===== config.mk =====
export PLATFORM = sky130hd
export DESIGN_NAME = gmii_rx_frame_ctrl_flat
export DESIGN_NICKNAME = d
export VERILOG_FILES = /design/src/rtl/gmii_rx_frame_ctrl_if.sv /design/src/rtl/gmii_rx_frame_ctrl.sv /design/src/flat_wrapper.sv
export SDC_FILE = /design/constraint.sdc
export NUM_CORES = 1
export LEC_CHECK = 0
export BUFFER_PORTS_ARGS = -buffer_cell sky130_fd_sc_hd__buf_2
export CORE_ASPECT_RATIO = 0.6
export CORE_UTILIZATION = 35
export CTS_BUF_LIST = sky130_fd_sc_hd__clkbuf_4 sky130_fd_sc_hd__clkbuf_8
export DETAILED_ROUTE_END_ITERATION = 6
export GPL_ROUTABILITY_DRIVEN = 0
export PLACE_DENSITY = 0.67
export RECOVER_POWER = 100
export SLEW_MARGIN = 20
export SYNTH_ARGS = -nofsm -noshare
export SYNTH_HDL_FRONTEND = slang
export SYNTH_SLANG_ARGS = --single-unit

===== constraint.sdc =====
create_clock -name gmii_rxc -period 3.6 [get_ports gmii_rxc]
set_input_delay 0.36 -clock gmii_rxc [delete_from_list [all_inputs] [get_ports gmii_rxc]]
set_output_delay 0.36 -clock gmii_rxc [all_outputs]
set_load 0.005 [all_outputs]

===== src/rtl/gmii_rx_frame_ctrl_if.sv =====
// gmii_rx_frame_ctrl_if: GMII receive byte input and delimited frame output stream
//  gmii_rxdv/gmii_rxd              : GMII receive data valid and byte (into the controller)
//  out_valid/out_data              : one frame byte per valid cycle, no backpressure
//  out_sof/out_eof                 : first/last byte markers
//  out_len/out_status              : frame length and {addr_miss, giant, runt}, valid with out_eof
interface gmii_rx_frame_ctrl_if #(
    parameter int LEN_W = 11
);
    logic             gmii_rxdv;
    logic [7:0]       gmii_rxd;
    logic             out_valid;
    logic [7:0]       out_data;
    logic             out_sof;
    logic             out_eof;
    logic [LEN_W-1:0] out_len;
    logic [2:0]       out_status;
    modport master (
        input  gmii_rxdv, gmii_rxd,
        output out_valid, out_data, out_sof, out_eof, out_len, out_status
    );
    modport slave (
        output gmii_rxdv, gmii_rxd,
        input  out_valid, out_data, out_sof, out_eof, out_len, out_status
    );
endinterface


===== src/rtl/gmii_rx_frame_ctrl.sv =====
// gmii_rx_frame_ctrl: strips preamble/SFD from GMII receive bytes and delimits frames with length/status
//  gmii_rxc      : receive clock
//  reset         : synchronous active-high reset
//  bus           : GMII input and frame output stream (master side)
//  frame_ok_cnt  : saturating count of frames ended with status 0
//  frame_err_cnt : saturating count of errored frames plus discarded bursts
module gmii_rx_frame_ctrl #(
    parameter logic [47:0] LOCAL_MAC    = 48'h000A3501FEC0,
    parameter bit          FILTER_EN    = 1'b1,
    parameter int          MIN_PREAMBLE = 2,
    parameter int          MIN_LEN      = 64,
    parameter int          MAX_LEN      = 1518,
    parameter int          LEN_W        = 11
) (
    input  logic                 gmii_rxc,
    input  logic                 reset,
    gmii_rx_frame_ctrl_if.master bus,
    output logic [15:0]          frame_ok_cnt,
    output logic [15:0]          frame_err_cnt
);
    typedef enum logic [1:0] {IDLE, PREAMBLE, DATA, DISCARD} state_t;
    localparam logic [LEN_W-1:0] MAX_L = LEN_W'(MAX_LEN);
    localparam logic [LEN_W-1:0] MIN_L = LEN_W'(MIN_LEN);
    localparam logic [LEN_W-1:0] DA_L  = LEN_W'(6);
    localparam logic [2:0]       MIN_P = 3'(MIN_PREAMBLE);
    state_t           state_q, state_d;
    logic [2:0]       pcnt_q, pcnt_d;
    logic [LEN_W-1:0] bcnt_q, bcnt_d;
    logic [7:0]       hold_q, hold_d;
    logic             mac_ok_q, mac_ok_d;
    logic             bc_ok_q, bc_ok_d;
    logic             out_valid_q, out_valid_d;
    logic [7:0]       out_data_q, out_data_d;
    logic             out_sof_q, out_sof_d;
    logic             out_eof_q, out_eof_d;
    logic [LEN_W-1:0] out_len_q, out_len_d;
    logic [2:0]       out_status_q, out_status_d;
    logic [15:0]      frame_ok_cnt_q, frame_ok_cnt_d;
    logic [15:0]      frame_err_cnt_q, frame_err_cnt_d;
    logic             disc_inc, giant, runt, miss;
    logic [7:0]       mac_byte;
    logic [16:0]      ok_sum, err_sum;
    always_comb begin
        state_d  = state_q;
        pcnt_d   = pcnt_q;
        bcnt_d   = bcnt_q;
        hold_d   = hold_q;
        mac_ok_d = mac_ok_q;
        bc_ok_d  = bc_ok_q;
        out_valid_d = 1'b0;
        out_eof_d   = 1'b0;
        giant    = 1'b0;
        disc_inc = 1'b0;
        // DA byte n (0-based) of LOCAL_MAC, MSB first
        mac_byte = 8'(LOCAL_MAC >> {3'd5 - bcnt_q[2:0], 3'b000});
        runt     = bcnt_q < MIN_L;
        miss     = FILTER_EN && (bcnt_q < DA_L || !(mac_ok_q || bc_ok_q));
        case (state_q)
            IDLE: begin
                if (bus.gmii_rxdv) begin
                    state_d  = bus.gmii_rxd == 8'h55 ? PREAMBLE : DISCARD;
                    pcnt_d   = 3'd1;
                    disc_inc = bus.gmii_rxd != 8'h55;
                end
            end
            PREAMBLE: begin
                if (!bus.gmii_rxdv) begin
                    state_d = IDLE;
                end else if (bus.gmii_rxd == 8'h55) begin
                    pcnt_d = pcnt_q == 3'd7 ? 3'd7 : pcnt_q + 3'd1;
                end else if (bus.gmii_rxd == 8'hD5 && pcnt_q >= MIN_P) begin
                    state_d  = DATA;
                    bcnt_d   = '0;
                    mac_ok_d = 1'b1;
                    bc_ok_d  = 1'b1;
                end else begin
                    state_d  = DISCARD;
                    disc_inc = 1'b1;
                end
            end
            DATA: begin
                // the held byte goes out when its successor arrives or rxdv falls
                out_valid_d = bcnt_q != '0;
                if (!bus.gmii_rxdv) begin
                    state_d   = IDLE;
                    out_eof_d = bcnt_q != '0;
                end else if (bcnt_q == MAX_L) begin
                    // giant: close the frame on byte MAX_LEN; the DISCARD entry is not counted again
                    state_d   = DISCARD;
                    out_eof_d = 1'b1;
                    giant     = 1'b1;
                end else begin
                    hold_d   = bus.gmii_rxd;
                    bcnt_d   = bcnt_q + 1'b1;
                    mac_ok_d = mac_ok_q && (bcnt_q >= DA_L || bus.gmii_rxd == mac_byte);
                    bc_ok_d  = bc_ok_q && (bcnt_q >= DA_L || bus.gmii_rxd == 8'hFF);
                end
            end
            default: state_d = bus.gmii_rxdv ? DISCARD : IDLE;
        endcase
        out_data_d   = out_valid_d ? hold_q : 8'h00;
        out_sof_d    = out_valid_d && bcnt_q == LEN_W'(1);
        out_len_d    = out_eof_d ? bcnt_q : '0;
        out_status_d = out_eof_d ? {miss, giant, runt} : 3'b000;
        // counters follow the registered eof, so they move one cycle after out_eof
        ok_sum  = {1'b0, frame_ok_cnt_q} + {16'b0, out_eof_q && out_status_q == 3'b000};
        err_sum = {1'b0, frame_err_cnt_q} + {16'b0, out_eof_q && out_status_q != 3'b000} + {16'b0, disc_inc};
        frame_ok_cnt_d  = ok_sum[16] ? 16'hFFFF : ok_sum[15:0];
        frame_err_cnt_d = err_sum[16] ? 16'hFFFF : err_sum[15:0];
    end
    always_ff @(posedge gmii_rxc) begin
        if (reset) begin
            state_q         <= IDLE;
            pcnt_q          <= '0;
            bcnt_q          <= '0;
            hold_q          <= '0;
            mac_ok_q        <= 1'b0;
            bc_ok_q         <= 1'b0;
            out_valid_q     <= 1'b0;
            out_data_q      <= '0;
            out_sof_q       <= 1'b0;
            out_eof_q       <= 1'b0;
            out_len_q       <= '0;
            out_status_q    <= '0;
            frame_ok_cnt_q  <= '0;
            frame_err_cnt_q <= '0;
        end else begin
            state_q         <= state_d;
            pcnt_q          <= pcnt_d;
            bcnt_q          <= bcnt_d;
            hold_q          <= hold_d;
            mac_ok_q        <= mac_ok_d;
            bc_ok_q         <= bc_ok_d;
            out_valid_q     <= out_valid_d;
            out_data_q      <= out_data_d;
            out_sof_q       <= out_sof_d;
            out_eof_q       <= out_eof_d;
            out_len_q       <= out_len_d;
            out_status_q    <= out_status_d;
            frame_ok_cnt_q  <= frame_ok_cnt_d;
            frame_err_cnt_q <= frame_err_cnt_d;
        end
    end
    assign bus.out_valid  = out_valid_q;
    assign bus.out_data   = out_data_q;
    assign bus.out_sof    = out_sof_q;
    assign bus.out_eof    = out_eof_q;
    assign bus.out_len    = out_len_q;
    assign bus.out_status = out_status_q;
    assign frame_ok_cnt   = frame_ok_cnt_q;
    assign frame_err_cnt  = frame_err_cnt_q;
endmodule


===== src/flat_wrapper.sv =====
// flat-port wrapper written by rule: the top's interface ports become plain ports
module gmii_rx_frame_ctrl_flat 
#(
    parameter logic [47:0] LOCAL_MAC    = 48'h000A3501FEC0,
    parameter bit          FILTER_EN    = 1'b1,
    parameter int          MIN_PREAMBLE = 2,
    parameter int          MIN_LEN      = 64,
    parameter int          MAX_LEN      = 1518,
    parameter int          LEN_W        = 11
)
  (gmii_rxc, reset, frame_ok_cnt, frame_err_cnt, bus_gmii_rxdv, bus_gmii_rxd, bus_out_valid, bus_out_data, bus_out_sof, bus_out_eof, bus_out_len, bus_out_status);
  gmii_rx_frame_ctrl_if #(.LEN_W(LEN_W)) bus_i ();
  input  logic gmii_rxc;
  input  logic reset;
  output logic [15:0] frame_ok_cnt;
  output logic [15:0] frame_err_cnt;
  input wire logic [$bits(bus_i.gmii_rxdv)-1:0] bus_gmii_rxdv;
  input wire logic [$bits(bus_i.gmii_rxd)-1:0] bus_gmii_rxd;
  output wire logic [$bits(bus_i.out_valid)-1:0] bus_out_valid;
  output wire logic [$bits(bus_i.out_data)-1:0] bus_out_data;
  output wire logic [$bits(bus_i.out_sof)-1:0] bus_out_sof;
  output wire logic [$bits(bus_i.out_eof)-1:0] bus_out_eof;
  output wire logic [$bits(bus_i.out_len)-1:0] bus_out_len;
  output wire logic [$bits(bus_i.out_status)-1:0] bus_out_status;
  assign bus_i.gmii_rxdv = bus_gmii_rxdv;
  assign bus_i.gmii_rxd = bus_gmii_rxd;
  assign bus_out_valid = bus_i.out_valid;
  assign bus_out_data = bus_i.out_data;
  assign bus_out_sof = bus_i.out_sof;
  assign bus_out_eof = bus_i.out_eof;
  assign bus_out_len = bus_i.out_len;
  assign bus_out_status = bus_i.out_status;
  gmii_rx_frame_ctrl #(.LOCAL_MAC(LOCAL_MAC), .FILTER_EN(FILTER_EN), .MIN_PREAMBLE(MIN_PREAMBLE), .MIN_LEN(MIN_LEN), .MAX_LEN(MAX_LEN), .LEN_W(LEN_W)) u_core (.gmii_rxc(gmii_rxc), .reset(reset), .bus(bus_i), .frame_ok_cnt(frame_ok_cnt), .frame_err_cnt(frame_err_cnt));
endmodule

# After elaboration in Yosys (flattened, before gate mapping)
# Index checks and enable logic that the tools add are counted.
# classes
muxes	40
magnitude_cmp	4
n_eq_ne	19
n_shift	1
n_bitwise	5
n_addsub	6
n_reduce_logical	24
# op_table
operator	count
two-way mux 11 bit	5
>> shifter 36 x 6 -> 8 bit (first input constant)	1
adder 16 x 1 -> 17 bit	2
two-way mux 16 bit	2
one-hot mux 11 bit (2 select lines)	1
adder 17 x 1 -> 17 bit	1
equality test 8 bit (second input constant)	2
two-way mux 1 bit	16
two-way mux 2 bit	7
two-way mux 3 bit	4
adder 11 x 1 -> 11 bit (second input constant)	1
equality test 11 x 1 -> 1 bit (second input constant)	1
equality test 11 bit (second input constant)	1
>= comparator 11 x 3 -> 1 bit (second input constant)	1
less-than comparator 11 x 3 -> 1 bit (second input constant)	1
less-than comparator 11 x 7 -> 1 bit (second input constant)	1
nonzero test 11 bit	1
inequality test 2 bit (second input constant)	5
equality test 8 x 7 -> 1 bit (second input constant)	1
equality test 8 bit	1
inequality test 8 x 7 -> 1 bit (second input constant)	1
logical AND 1 bit	6
one-hot mux 1 bit (2 select lines)	3
one-hot mux 2 bit (3 select lines)	1
other kinds (22)	33
# word_totals
ff_bits	83
inputBits	11
out_inout_bits	57
elab_cells	114

# Logic depth before layout (Yosys ltp)
# Gate-level depths: netlist of run 1.
# logic_depth
word_depth	8
ltp_mapped	12
depth_no_buf	12

# Worst setup path before layout of run 1
# No wires, ideal clock.
# synth_path
path_type	input to register
start	input bus_gmii_rxd[1]
end	register u_core.frame_err_cnt_q[10] (netlist: u_core.frame_err_cnt[10])
setup_slack_ns	0.565
t_arrival_ns	2.902
required_ns	3.467
setup_time_ns	0.133
stages	10
n_path_buf	1
cell_sequence	or4b_4 > or3_1 > nor3b_1 > fa_1 > ha_1 > nand4_1 > nor3_1 > nand3_1 > clkbuf_1 > a21oi_1
# synth_via
elab_chain_cells	8
elab_cells_between_ends	11
cone_classes	add/sub: 1; eq/ne: 3; mux: 6; reduce/logical: 1
# synth_rtl
item	line	rtl
start: declaration	flat_wrapper.sv:18	input wire logic [$bits(bus_i.gmii_rxd)-1:0] bus_gmii_rxd;
equality test 8 bit	gmii_rx_frame_ctrl.sv:71	end else if (bus.gmii_rxd == 8'hD5 && pcnt_q >= MIN_P) begin
logical AND 1 bit	gmii_rx_frame_ctrl.sv:71	
two-way mux 1 bit	gmii_rx_frame_ctrl.sv:71	
two-way mux 1 bit	gmii_rx_frame_ctrl.sv:69	end else if (bus.gmii_rxd == 8'h55) begin
two-way mux 1 bit	gmii_rx_frame_ctrl.sv:67	if (!bus.gmii_rxdv) begin
one-hot mux 1 bit (2 select lines) (*)	gmii_rx_frame_ctrl.sv:58	case (state_q)
adder 17 x 1 -> 17 bit (*)	gmii_rx_frame_ctrl.sv:107	err_sum = {1'b0, frame_err_cnt_q} + {16'b0, out_eof_q && out_status_q != 3'b000} + {16'b0, disc_inc};
two-way mux 16 bit (*)	gmii_rx_frame_ctrl.sv:109	frame_err_cnt_d = err_sum[16] ? 16'hFFFF : err_sum[15:0];
end signal: assignment	gmii_rx_frame_ctrl.sv:141	frame_err_cnt_q <= frame_err_cnt_d;
end: declaration	gmii_rx_frame_ctrl.sv:39	logic [15:0] frame_err_cnt_q, frame_err_cnt_d;
# Mark *: on every way between the ends. The rest lies on a longest branch, timed or not.
# A chain may end at the register's enable or synchronous reset.

# Worst setup path after layout of run 1
# layout_path
start	register u_core.bcnt_q[0]
end	register u_core.bcnt_q[9]
# layout_via
elab_chain_cells	4
elab_cells_between_ends	7
cone_classes	add/sub: 1; eq/ne: 2; mux: 3; reduce/logical: 1
# layout_rtl
item	line	rtl
start: declaration	gmii_rx_frame_ctrl.sv:28	logic [LEN_W-1:0] bcnt_q, bcnt_d;
start signal: assignment	gmii_rx_frame_ctrl.sv:130	bcnt_q <= bcnt_d;
adder 11 x 1 -> 11 bit	gmii_rx_frame_ctrl.sv:94	bcnt_d = bcnt_q + 1'b1;
two-way mux 11 bit	gmii_rx_frame_ctrl.sv:87	end else if (bcnt_q == MAX_L) begin
two-way mux 11 bit	gmii_rx_frame_ctrl.sv:84	if (!bus.gmii_rxdv) begin
one-hot mux 11 bit (2 select lines)	gmii_rx_frame_ctrl.sv:58	
# Several ways; a longest one is shown, not always the timed one. The select of a mux whose other input is x is not followed.

==> summary.md, run 1 <==
| Metric | Value |
|---|---|
| Critical Path RT | `3890 ps` |
| Worst setup SP type | `register` |
| Die Span Y | `79.6 µm` |
| Worst-Skew Late Latency | `360 ps` |
| Port bufs | `67` |
| Crit path kind | `register to register` |
| Antenna-violating nets left | `0` |
| Clock Sinks | `83` |
| DRC viols | `0` |
| Synthesized cell area | `3510 µm²` |
| Part of the cycle the worst path needs | `93.6%` |
| Initial antenna violation count | `0` |
| 1st-pass router iterations | `5` |
| Psw | `0.395 mW` |
| CTS root buf | `clkbuf_8` |
| Combinational Power Share | `3.8%` |
| Clock Pin Slew Worst Setup and Hold Paths | `90 ps` |
| RR Endpoint | `u_core.bcnt_q[9]$_SDFFE_PP0P_` |
| Clock buffer depth | `2` |
| Seq cells post-synth | `83` |
| Post-synth EDFFs | `0` |
| Number of placement rows | `27` |
| Count of pins over their slew limit | `0` |
| Final hold violation count | `0` |
| Cells after DPL | `573` |
| Internal power | `1.42 mW` |
| Crit-path leading delay family | `compound AO/OA/AOI/OAI gates` |
| Synth unique cells | `44` |
| Outcome | `complete, no violations` |
| Arrival time at the worst endpoint | `3660 ps` |
| DIE WIDTH | `131 µm` |
| FF-to-FF Start | `u_core.bcnt_q[0]$_SDFFE_PP0P_` |
| Synth Instances | `384` |
| R2R Setup Slk | `230 ps` |
| Nets | `478` |
| Hold crit path type | `input port to register` |
| # resized after CTS | `0` |
| Initial Util | `37.1%` |
| Seq pwr share | `51.5%` |
| Crit. End Element | `register` |
| RSZ-0062 raised after global routing | `no` |
| Crit path cell chain | `inv_1, ha_1, nand3b_1, o311a_1, clkbuf_1, o22ai_1, or4_1, a21oi_1` |
| Critical path peak fanout | `19` |
| GRT Util Overall | `15.9%` |
| Worst Skew | `11.0 ps` |
| CTS tree | `yes` |
| Switch share | `21.7%` |
| Power Dens Cells | `437 nW/µm²` |
| Number of global-route vias before repair | `2615` |
| Crit path buffers/inverters | `2` |
| Seq/Total Area, Yosys | `47.3%` |
| Fin Setup TNS | `0 ps` |
| Relative slew margins | `4.82%` |
| VDD IR-drop max | `0.198 mV` |
| Final Non-Filler Cells | `589` |
| Final worst hold slack | `299 ps` |
| Antenna fix cells | `0` |
| Num CTS Buffers | `9` |
| Die Footprint | `10500 µm²` |
| Ys flop type | `dfxtp_1` |
| Final setup fails | `0` |
| Max cap viols | `0` |
| I/O Pins | `68` |
| Post-Syn Nets | `408` |
| Most frequent cells in the layout | `83 x dfxtp_1, 39 x a21oi_1, 37 x clkbuf_1` |
| Syn. warnings | `0` |
| Clock power frac | `44.7%` |
| Remaining Overflow, GRT | `0` |
| Dpl hpwl | `5750 µm` |
| Post-Syn Area per Cell | `9.15 µm²` |
| DR vias | `2991` |
| Most common cell after layout, fill and taps aside | `dfxtp_1` |
| Via density | `5.08` |
| Cell depth of the worst setup path | `8` |
| Fmax | `0.297 GHz` |
| Area of the core | `9460 µm²` |
| Buffer count from post-CTS setup fixing | `0` |
| H-tree Lvls | `3` |
| DRT Wirelength | `8220 µm` |
| CP max-delay cell | `clkbuf_1` |
| First-pass GRT wire length | `13000 µm` |
| Worst-Margin Slew | `1430 ps` |
| Worst Setup EP | `u_core.bcnt_q[9]$_SDFFE_PP0P_` |
| DR iter-0 viols | `231` |
| Tmin final | `3370 ps` |
| Slowest stage delay, CP | `720 ps` |
| WL/cell | `14.0 µm` |
| Share of cells above drive strength 1 | `11.5%` |
| Pin count of the biggest net entering global routing | `52` |
| Cell depth of the worst flop-to-flop path | `8` |
| Leakage Power | `1.59 nW` |
| Fraction of registers with async set/reset | `0%` |
| Critical Path Start | `u_core.bcnt_q[0]$_SDFFE_PP0P_` |
| Area grow syn2layout | `18.4%` |
| Post-CTS Hold Fix Bufs | `0` |
[area by class of cell]
cell class | instances | area, µm²
Clock buffer | 10 | 131
Multi-Input combinational cell | 274 | 1730
Clock inverter | 6 | 113
Timing Repair Buffer | 70 | 304
Inverter | 16 | 60.1
Sequential cell | 83 | 1660
Fill cell | 938 | 5300
Tap cell | 130 | 163
[cells in the mapped netlist, drive strengths merged, types with 6 or more instances]
| cell type | number | share of area [%] |
|---|---|---|
| dfxtp | 83 | 47 |
| a21oi | 39 | 5.6 |
| nor2 | 33 | 3.5 |
| nand3 | 27 | 3.8 |
| and2 | 21 | 3.7 |
| nand2 | 19 | 2.0 |
| inv | 16 | 1.7 |
| mux2i | 13 | 3.7 |
| ha | 12 | 4.3 |
| nor3 | 12 | 1.7 |
| xnor2 | 12 | 3.0 |
| o21ai | 11 | 1.6 |
| xor2 | 11 | 2.7 |
| clkbuf | 8 | 0.85 |
| and3 | 7 | 1.2 |
| or3 | 7 | 1.2 |
| or4 | 6 | 1.3 |
[through the flow]
| step | cell area (µm²) | total power, mW | utilization [%] | setup slack [ps] |
|---|---|---|---|---|
| after global routing | 4160 | 1.89 | 44.0 | 60.8 |
| after global placement | 3990 | 1.03 | 42.2 | 336 |
| after floorplan | 3510 | 1.00 | - | 565 |
| final | 4160 | 1.82 | 44.0 | 230 |
| after detailed placement | 3990 | 1.03 | 42.2 | 263 |
| after CTS | 4240 | 1.84 | 44.8 | 290 |
[power groups by stage]
stage	combinational (mW)	sequential (mW)	clock [mW]
2_1_floorplan	0.0448	0.956	0
3_3_place_gp	0.0688	0.958	0
3_5_place_dp	0.0714	0.958	0
4_1_cts	0.0717	0.936	0.830
5_1_grt	0.0770	0.938	0.876
6_report	0.0694	0.936	0.812
[layer usage]
layer  vias up  GRT usage [%]  wire [µm]
li1       1496              -          -
met1      1401           21.3       4050
met2        86           23.0       3540
met3         8           5.78        557
met4         0           6.28         74
met5         -              0          0
[flip-flops by register name, summed over array words and instances (netlist names)]
name                   cells
u_core.frame_err_cnt      16
u_core.frame_ok_cnt       16
u_core.bcnt_q             11
u_core.bus.out_len        11
u_core.bus.out_data        8
u_core.hold_q              8
u_core.bus.out_status      3
u_core.pcnt_q              3
u_core.state_q             2
u_core.bc_ok_q             1
u_core.bus.out_eof         1
u_core.bus.out_sof         1
u_core.bus.out_valid       1
u_core.mac_ok_q            1
[worst register-to-register path, delay by kind of cell (launching register included)]
kind	cells	cell delay (ps)
compound gates	3	950
fa+ha+maj	1	220
flops	1	510
buf+inv	2	860
simple gates	2	760
[worst min path at each step]
stage / start / end / slack (ps) / cells past startpoint
floorplan: u_core.hold_q[0]$_SDFFE_PP0P_ / u_core.bus.out_data[0]$_SDFF_PP0_ / 430 / 1
global placement: u_core.hold_q[3]$_SDFFE_PP0P_ / u_core.bus.out_data[3]$_SDFF_PP0_ / 440 / 1
detailed placement: u_core.hold_q[3]$_SDFFE_PP0P_ / u_core.bus.out_data[3]$_SDFF_PP0_ / 440 / 1
CTS: bus_gmii_rxd[3] / u_core.hold_q[3]$_SDFFE_PP0P_ / 280 / 3
global route: bus_gmii_rxd[5] / u_core.hold_q[5]$_SDFFE_PP0P_ / 300 / 3
finish: bus_gmii_rxd[3] / u_core.hold_q[3]$_SDFFE_PP0P_ / 300 / 3
[kinds of logic after synthesis]
logic type / count (synthesis) / synth area share, %
xor gates and xnor gates: 23 / 5.73
and+or+nand+nor: 158 / 24.3
AOI/OAI and AO/OA: 67 / 11.2
muxes: 13 / 3.70
DFF: 83 / 47.3
adders and majority gates: 13 / 4.84
buffers and inverters: 27 / 2.92
(Power assumes the default switching activity.)
==> inputs of run 2 (changes only) <==
--- a/config.mk
+++ b/config.mk
@@ -12,7 +12,6 @@
 export DETAILED_ROUTE_END_ITERATION = 6
 export GPL_ROUTABILITY_DRIVEN = 0
 export PLACE_DENSITY = 0.67
-export RECOVER_POWER = 100
 export SLEW_MARGIN = 20
 export SYNTH_ARGS = -nofsm -noshare
 export SYNTH_HDL_FRONTEND = slang
==> summary.md, run 2 (same netlist as run 1, synthesis figures left out) <==
| Metric | Value |
|---|---|
| DRC viols | `0 (unchanged)` |
| Initial Util | `37.1% (unchanged)` |
| Outcome | `complete, no violations` |
| Count of pins over their slew limit | `0 (unchanged)` |
| GRT Util Overall | `15.9% (unchanged)` |
| M1 WL | `4000 µm (-1.3%)` |
| Hold crit path type | `input port to register` |
| Combinational Power Share | `3.9% (about the same)` |
| Power Dens Cells | `428 nW/µm² (-2.0%)` |
| Filler instances | `923 (-1.6%)` |
| Most common cell after layout, fill and taps aside | `dfxtp_1` |
| Post-CTS Hold Fix Bufs | `0 (unchanged)` |
| VDD IR-drop max | `0.195 mV (-1.9%)` |
| Worst setup SP type | `register` |
| Via density | `4.99 (-1.7%)` |
| Crit path cell chain | `inv_1, ha_1, nor3_1, nor4_4, nor3b_1, fa_1, ha_1, nand4_1, nor3_1, nand3_2, a21oi_1` |
| Final hold violation count | `0 (unchanged)` |
| Pin count of the biggest net entering global routing | `52 (unchanged)` |
| Die Span Y | `79.6 µm (unchanged)` |
| CTS root buf | `clkbuf_8` |
| Internal power | `1.42 mW (about the same)` |
| Critical Path RT | `3870 ps (-20 ps)` |
| # resized after CTS | `0 (unchanged)` |
| Max cap viols | `0 (unchanged)` |
| Crit path buffers/inverters | `1 (-1)` |
| Clock power frac | `44.5% (-0.2 points)` |
| Uppermost layer routed | `met4` |
| DR vias | `2939 (-1.7%)` |
| DR iter-0 viols | `210 (-9.1%)` |
| Fmax | `0.313 GHz (+5.7%)` |
| Arrival time at the worst endpoint | `3460 ps (-200 ps)` |
| Antenna-violating nets left | `0 (unchanged)` |
| Crit-path leading delay family | `simple AND/OR/NAND/NOR gates` |
| Post-route cell area | `4240 µm² (+1.9%)` |
| FF-to-FF Start | `u_core.pcnt_q[0]$_SDFFE_PP0P_` |
| Hold Path Origin | `bus_gmii_rxd[3]` |
| Slowest stage delay, CP | `490 ps (-230 ps)` |
| Number of global-route vias before repair | `2615 (unchanged)` |
| Clock buffer depth | `2 (unchanged)` |
| Area of the core | `9460 µm² (unchanged)` |
| Clock Pin Slew Worst Setup and Hold Paths | `90 ps (about the same)` |
| Tmin final | `3190 ps (-180 ps)` |
| Final worst hold slack | `306 ps (+7.59 ps)` |
| Total power draw | `1.81 mW (-0.15%)` |
| Worst-Skew Late Latency | `350 ps (about the same)` |
| H-tree Lvls | `3 (unchanged)` |
| Seq pwr share | `51.6% (about the same)` |
| CP max-delay cell | `nor3_1` |
| Crit path kind | `register to register` |
| Nets | `478 (unchanged)` |
| Part of the cycle the worst path needs | `88.6% (-5.0 points)` |
| Leakage Power | `1.78 nW (+12%)` |
| Metal3 WL | `506 µm (-9.2%)` |
| First-pass GRT wire length | `13000 µm (unchanged)` |
| Fin Setup TNS | `0 ps (unchanged)` |
| Final setup fails | `0 (unchanged)` |
| Post-place instance area | `3990 µm² (unchanged)` |
| Initial antenna violation count | `0 (unchanged)` |
| Antenna fix cells | `0 (unchanged)` |
| Critical Path Start | `u_core.pcnt_q[0]$_SDFFE_PP0P_` |
| Switch share | `21.5% (-0.19 points)` |
| Psw | `0.391 mW (-1.0%)` |
| Relative slew margins | `35.7% (+31 points)` |
| Most frequent cells in the layout | `83 x dfxtp_1, 67 x buf_2, 39 x a21oi_1` |
| Routed length on met2 | `3530 µm (-0.40%)` |
| WL/cell | `13.8 µm (-1.4%)` |
| Dpl hpwl | `5750 µm (unchanged)` |
| Port bufs | `67 (unchanged)` |
| Buffer count from post-CTS setup fixing | `0 (unchanged)` |
| DIE WIDTH | `131 µm (unchanged)` |
| Remaining Overflow, GRT | `0 (unchanged)` |
| DRT Wirelength | `8100 µm (-1.4%)` |
| I/O Pins | `68 (unchanged)` |
| Area grow syn2layout | `20.7%` |
| 1st-pass router iterations | `4 (-1)` |
| Clock Sinks | `83 (unchanged)` |
| Die Footprint | `10500 µm² (unchanged)` |
| Worst-Margin Slew | `964 ps (-464 ps)` |
| CTS tree | `yes` |
| RSZ-0062 raised after global routing | `no` |
| Number of placement rows | `27 (unchanged)` |
| Critical path peak fanout | `13 (-6)` |
| Crit. End Element | `register` |
| Worst Skew | `13.4 ps (+2.46 ps)` |
| Num CTS Buffers | `9 (unchanged)` |
| Share of cells above drive strength 1 | `20.3% (+8.7 points)` |
==> run 2: changes by cell type in the layout (fill, tap and decap cells not counted), sizes merged <==
cell,previous run,this run
clkbuf,47,10
buf,33,70
==> run 2: cell type report <==
type / count / area, µm² / share of cell area [%]
multi-input combinational: 274 / 1750 / 41.4
sequential: 83 / 1660 / 39.2
timing repair buffer: 70 / 358 / 8.44
tap: 130 / 163 / 3.84
clock buffer: 10 / 131 / 3.10
clock inverter: 6 / 113 / 2.66
inverter: 16 / 60.1 / 1.42
==> run 2: worst register-to-register path, stage by stage (launching register included) <==
cell,delay (ps)
dfxtp_1,380
inv_1,60
ha_1,190
nor3_1,260
nor4_4,80
nor3b_1,360
fa_1,300
ha_1,220
nand4_1,170
nor3_1,490
nand3_2,370
a21oi_1,240
==> run 2: path summary, 6_finish.rpt <==
| kind | cells after the start | end | slack [ps] |
|---|---|---|---|
| max | 11 | u_core.frame_err_cnt[13]$_SDFF_PP0_ | 410 |
| min | 3 | u_core.hold_q[3]$_SDFFE_PP0P_ | 310 |
| max reg2reg | 11 | u_core.frame_err_cnt[13]$_SDFF_PP0_ | 410 |
| min reg2reg | 1 | u_core.bus.out_data[3]$_SDFF_PP0_ | 460 |
==> run 2: layer usage <==
metal | vias to the layer above | global-route usage, %
met4 | 0 | 6.28
met3 | 6 | 5.78
met1 | 1370 | 21.3
li1 | 1494 | -
met5 | - | 0
met2 | 69 | 23.0
==> run 2: stage by stage <==
stage	setup slack [ps]	util, %	std cells
3_3_place_gp	336	42.2	573
3_5_place_dp	263	42.2	573
4_1_cts	290	44.8	589
2_1_floorplan	565	-	384
5_1_grt	104	44.8	589
6_report	410	44.8	589
==> run 2: power groups by stage <==
stage / combinational (mW) / clock [mW] / sequential (mW)
after floorplan: 0.0448 / 0 / 0.956
after global placement: 0.0688 / 0 / 0.958
after detailed placement: 0.0714 / 0 / 0.958
after CTS: 0.0717 / 0.830 / 0.936
after global routing: 0.0793 / 0.876 / 0.938
final: 0.0714 / 0.807 / 0.936
